===== config.mk =====
export PLATFORM = sky130hd
export DESIGN_NAME = tracker_query_scheduler
export DESIGN_NICKNAME = d
export VERILOG_FILES = /design/src/rtl/tracker_query_scheduler.sv
export SDC_FILE = /design/constraint.sdc
export NUM_CORES = 1
export LEC_CHECK = 0
export CORE_MARGIN = 3
export CORE_UTILIZATION = 38
export DETAILED_ROUTE_END_ITERATION = 7
export PLACE_DENSITY = 0.78
export SYNTH_ARGS = -nofsm -noshare
export SYNTH_HDL_FRONTEND = slang
export SYNTH_SLANG_ARGS = --single-unit

===== constraint.sdc =====
create_clock -name clk -period 2.67 [get_ports clk]
set_input_delay 0.534 -clock clk [delete_from_list [all_inputs] [get_ports clk]]
set_output_delay 0.534 -clock clk [all_outputs]
set_load 0.05 [all_outputs]

===== src/rtl/tracker_query_scheduler.sv =====
// Round-robin scheduler that serialises lookback queries and previous-end
// overrides onto a single shared signal tracker and returns tagged results.
module tracker_query_scheduler #(
  parameter int NUM_REQ       = 4,
  parameter int BUFFER_WIDTH  = 8,
  parameter int SETTLE_CYCLES = 1
) (
  input  logic                       clk,
  input  logic                       rst_n,
  input  logic [NUM_REQ-1:0]         req_valid,
  input  logic [NUM_REQ*32-1:0]      req_lookback,
  output logic [NUM_REQ-1:0]         req_ready,
  output logic                       resp_valid,
  input  logic                       resp_ready,
  output logic [$clog2(NUM_REQ)-1:0] resp_id,
  output logic [31:0]                resp_start,
  output logic [31:0]                resp_end,
  output logic [1:0]                 resp_status,
  input  logic                       end_ovr_valid,
  input  logic [31:0]                end_ovr_value,
  output logic                       end_ovr_ready,
  output logic [31:0]                trk_value_o,
  output logic                       trk_recalc_o,
  input  logic [63:0]                trk_time_i,
  output logic                       trk_update_end_o,
  output logic [31:0]                trk_previous_end_o
);

  localparam int IDW = $clog2(NUM_REQ);

  typedef enum logic [2:0] {
    S_IDLE, S_ENDUPD, S_ISSUE, S_PULSE, S_WAIT, S_CAPTURE, S_RESP
  } state_t;

  state_t         state, state_n;
  logic [IDW-1:0] ptr;
  logic [IDW-1:0] gnt_idx;
  logic [IDW-1:0] scan_idx;
  logic           gnt_found;
  logic [31:0]    gnt_lb;
  logic           lb_legal;
  logic [31:0]    wait_cnt;
  logic [31:0]    cap_start;
  logic [31:0]    cap_end;

  // First requester at or after the pointer, wrapping around.
  always_comb begin
    gnt_found = 1'b0;
    gnt_idx   = '0;
    scan_idx  = '0;
    for (int unsigned k = 0; k < NUM_REQ; k++) begin
      scan_idx = IDW'((32'(ptr) + k) % NUM_REQ);
      if (!gnt_found && req_valid[scan_idx]) begin
        gnt_found = 1'b1;
        gnt_idx   = scan_idx;
      end
    end
  end

  assign gnt_lb    = req_lookback[32*gnt_idx +: 32];
  assign lb_legal  = (gnt_lb != 32'd0) && (gnt_lb <= 32'(BUFFER_WIDTH));
  assign cap_start = trk_time_i[31:0];
  assign cap_end   = trk_time_i[63:32];

  always_comb begin
    state_n       = state;
    req_ready     = '0;
    end_ovr_ready = 1'b0;
    case (state)
      S_IDLE: begin
        if (end_ovr_valid) begin
          end_ovr_ready = 1'b1;
          state_n       = S_ENDUPD;
        end else if (gnt_found) begin
          req_ready[gnt_idx] = 1'b1;
          state_n            = lb_legal ? S_ISSUE : S_RESP;
        end
      end
      S_ENDUPD:  state_n = S_IDLE;
      S_ISSUE:   state_n = S_PULSE;
      S_PULSE:   state_n = S_WAIT;
      S_WAIT:    if (wait_cnt == 32'(SETTLE_CYCLES - 1)) state_n = S_CAPTURE;
      S_CAPTURE: state_n = S_RESP;
      S_RESP:    if (resp_ready) state_n = S_IDLE;
      default:   state_n = S_IDLE;
    endcase
  end

  assign trk_recalc_o     = (state == S_PULSE);
  assign trk_update_end_o = (state == S_ENDUPD);
  assign resp_valid       = (state == S_RESP);

  always_ff @(posedge clk) begin
    if (!rst_n) begin
      state              <= S_IDLE;
      ptr                <= '0;
      wait_cnt           <= '0;
      trk_value_o        <= '0;
      trk_previous_end_o <= '0;
      resp_id            <= '0;
      resp_start         <= '1;
      resp_end           <= '1;
      resp_status        <= 2'b00;
    end else begin
      state <= state_n;
      case (state)
        S_IDLE: begin
          if (end_ovr_valid) begin
            trk_previous_end_o <= end_ovr_value;
          end else if (gnt_found) begin
            ptr     <= (gnt_idx == IDW'(NUM_REQ - 1)) ? '0 : gnt_idx + 1'b1;
            resp_id <= gnt_idx;
            // Rejected lookbacks leave the tracker value untouched.
            if (lb_legal) begin
              trk_value_o <= gnt_lb;
            end else begin
              resp_start  <= '1;
              resp_end    <= '1;
              resp_status <= 2'b10;
            end
          end
        end
        S_PULSE: wait_cnt <= '0;
        S_WAIT:  wait_cnt <= wait_cnt + 32'd1;
        S_CAPTURE: begin
          resp_start <= cap_start;
          resp_end   <= cap_end;
          if (cap_start == '1)    resp_status <= 2'b00;
          else if (cap_end == '1) resp_status <= 2'b01;
          else                    resp_status <= 2'b11;
        end
        default: ;
      endcase
    end
  end

endmodule


==> results by group <==
Outcome
  – Status: complete, no violations

Route
  – Vias per cell: 5.52
  – Wire per inst: 18.7 um
  – M1 wire length: 12.0 mm
  – Metal2 WL: 14.8 mm
  – Drc violations: 0
  – Vias: 8,741
  – Routed Wire Length: 29.6 mm
  – Met3 wire len: 2.26 mm
  – TritonRoute pass-1 iters: 5
  – First DRT Iteration DRCs: 510
  – Routed Antenna Nets: 0
  – Uppermost layer routed: met4

STA
  – Worst hold slack: 0.452 ns
  – Clock period minus worst slack: 2.64 ns
  – Worst slew margin: 50.6%
  – Worst setup margin: 0.0263 ns
  – Crit share post-route: 99.0%
  – Hold Vio Cnt, Final: 0
  – Worst Tran Pin Value: 0.741 ns
  – Skew final: 0.0118 ns
  – Pins Over Slew Limit: 0
  – Total negative slack: 0 ns
  – Final setup viols: 0
  – Fmax: 378 MHz

Job
  – Max Cap Violations: 0

Placed design
  – Placement Cell Area: 12,200 um2
  – Input/output buffers: 371
  – HPWL reported at the end of detailed placement: 21.6 mm
  – Routability congestion estimate: 0.885
  – Placement Setup Slack: -0.578 ns

Worst hold path
  – Min-Delay Path Class: flip-flop to flip-flop

Finish
  – Final std cell area, no fill: 13,100 um2
  – Fraction of layout cells with a size suffix above 1: 11.4%
  – Area delta synth->final: 65.0%
  – Post-layout util: 64.2%
  – # diodes: 0
  – Layout Nets: 1,538
  – Final-layout fill cell count: 1,717

Clock tree
  – Root Driver: clkbuf_16
  – CTS tree: built
  – CTS Buf Count: 17
  – Clock transition at the registers of the reported paths: 0.07 ns
  – CTS HTree Levels: 4
  – Clock latency at the later pin of the worst-skew pair: 0.43 ns
  – CTS Buffer Depth: 2
  – TritonCTS Sinks: 169
  – Hold Buf Count CTS: 0

Power and ir drop
  – Power per cell area: 657 nW/um2
  – Leakage: 4.70 nW
  – VDD IR-drop max: 440 uV

Die
  – Die Y: 150 um
  – Cell row count: 52
  – Core area: 20,400 um2
  – Die X: 150 um
  – Ports: 372
  – Die area: 22,600 um2
  – Initial core utilization: 38.9%

Yosys
  – Synth Instances: 922
  – Largest area contributor in the netlist: dfxtp_1
  – Synth unique cells: 54
  – Synthesized area: 7930 um2
  – Number of enable flip-flop cells after synthesis: 0
  – #FFs+latches synth: 169
  – Area share of the largest cell type after synthesis: 42.7%
  – Primary FF master, synth: dfxtp_1
  – Top-count cell post-synth: dfxtp_1
  – Sequential share of the synthesized area: 42.7%
  – Top cells by count, synth: 169 x dfxtp_1, 102 x nand2_1, 73 x or3_1, 69 x o21a_1, 64 x o32a_1
  – Avg Inst Size Synth: 8.60 um2
  – Syn Nets: 1,160
  – Synth area leaders: dfxtp_1 43%, o32a_1 8.1%, o21a_1 6.5%
  – Synth async-reset ratio: 0%
  – Synth Warn #: 0

Critical path
  – Setup Crit Path Kind: input pin to flip-flop
  – Endpoint class of the critical path: flip-flop
  – Crit Path Max Fanout: 7
  – Crit path DAT: 2.97 ns
  – CP required: 3.00 ns
  – Critical Path Source Type: input pin

Global routing
  – Vias in the first global route: 8,279
  – GR Overflow Total: 0
  – Global-route wire length before repair: 44.6 mm
  – Largest net degree at the start of global routing: 97
  – Total track usage: 25.0%
  – Initial antenna violation count: 0
## worst paths after layout
check | from | endpoint | slack, ns | cells after the start
setup / recovery | req_lookback[61] | trk_value_o[9]$_SDFFE_PN0P_ | 0.03 | 10
hold / removal | trk_previous_end_o[20]$_SDFFE_PN0P_ | trk_previous_end_o[20]$_SDFFE_PN0P_ | 0.45 | 2
setup reg to reg | ptr[1]$_SDFFE_PN0P_ | trk_value_o[9]$_SDFFE_PN0P_ | 0.09 | 11
hold reg to reg | trk_previous_end_o[20]$_SDFFE_PN0P_ | trk_previous_end_o[20]$_SDFFE_PN0P_ | 0.45 | 2
## cell usage in the layout (no fill, tap or decap), drive strengths merged, types with 29 or more instances in the layout
cell type,n
buf,67
or3,73
a21oi,63
nor2,33
nor4,34
dfxtp,169
clkdlybuf4s50,331
nand2,103
o21a,69
nand4,29
and3,38
nand3,37
o32a,64
## cells by family (layout without fill, tap and decap cells)
group           after synthesis  after routing  synth area share (%)
simple gates                397            397                  26.7
compound gates              248            248                  23.3
flops                       169            169                  42.7
buf+inv                      89            480                  4.75
mux                          13             13                  1.69
fa+ha+maj                     6              6                 0.947
## final cells by class
| class | instances | area, um2 | area share (%) |
|---|---|---|---|
| multi-input combinational | 664 | 4390 | 33.5 |
| clock inverter | 14 | 133 | 1.01 |
| tap | 270 | 338 | 2.58 |
| timing repair buffer | 433 | 4340 | 33.2 |
| inverter | 15 | 63.8 | 0.488 |
| sequential | 169 | 3390 | 25.9 |
| clock buffer | 18 | 429 | 3.28 |
## through the flow
step           total power, mW  instances
2_1_floorplan             4.80        922
3_3_place_gp              6.13       1544
3_5_place_dp              6.16       1544
4_1_cts                   8.55       1581
5_1_grt                   8.99       1583
6_report                  8.59       1583
## what timing repair did
item	CTS	global route
endpoints found under the setup margin	102	103
gates resized for setup	52	51
cloned	2	2
buffers inserted	3	1
pin swaps	10	8
hold endpoints to repair	0	0
## where the power goes
part / switching [mW] / leakage [nW] / internal, mW
combinational: 2.00 / 3.06 / 1.34
clock: 1.14 / 0.268 / 1.23
sequential: 0.141 / 1.37 / 2.74
total: 3.27 / 4.70 / 5.31
## state kept, by name, indices dropped and copies added (netlist names)
name                count
trk_value_o            32
resp_end               32
trk_previous_end_o     32
state                   3
resp_id                 2
ptr                     2
resp_status             2
wait_cnt               32
resp_start             32
## routing by layer
layer	GRT usage, %	vias up
li1	-	4245
met5	0	-
met2	42.1	311
met3	6.80	37
met1	31.3	4148
met4	7.14	0
## worst max-delay path: stages
cell and delay (ns):
clkdlybuf4s50_1 0.43, nor4_2 0.35, and3_1 0.25, nand3_1 0.09, o211ai_1 0.10, o2111ai_1 0.13, a311o_1 0.32, a211o_4 0.41
clkbuf_16 0.19, and3_1 0.17
Power figures use the tool's default switching activity.
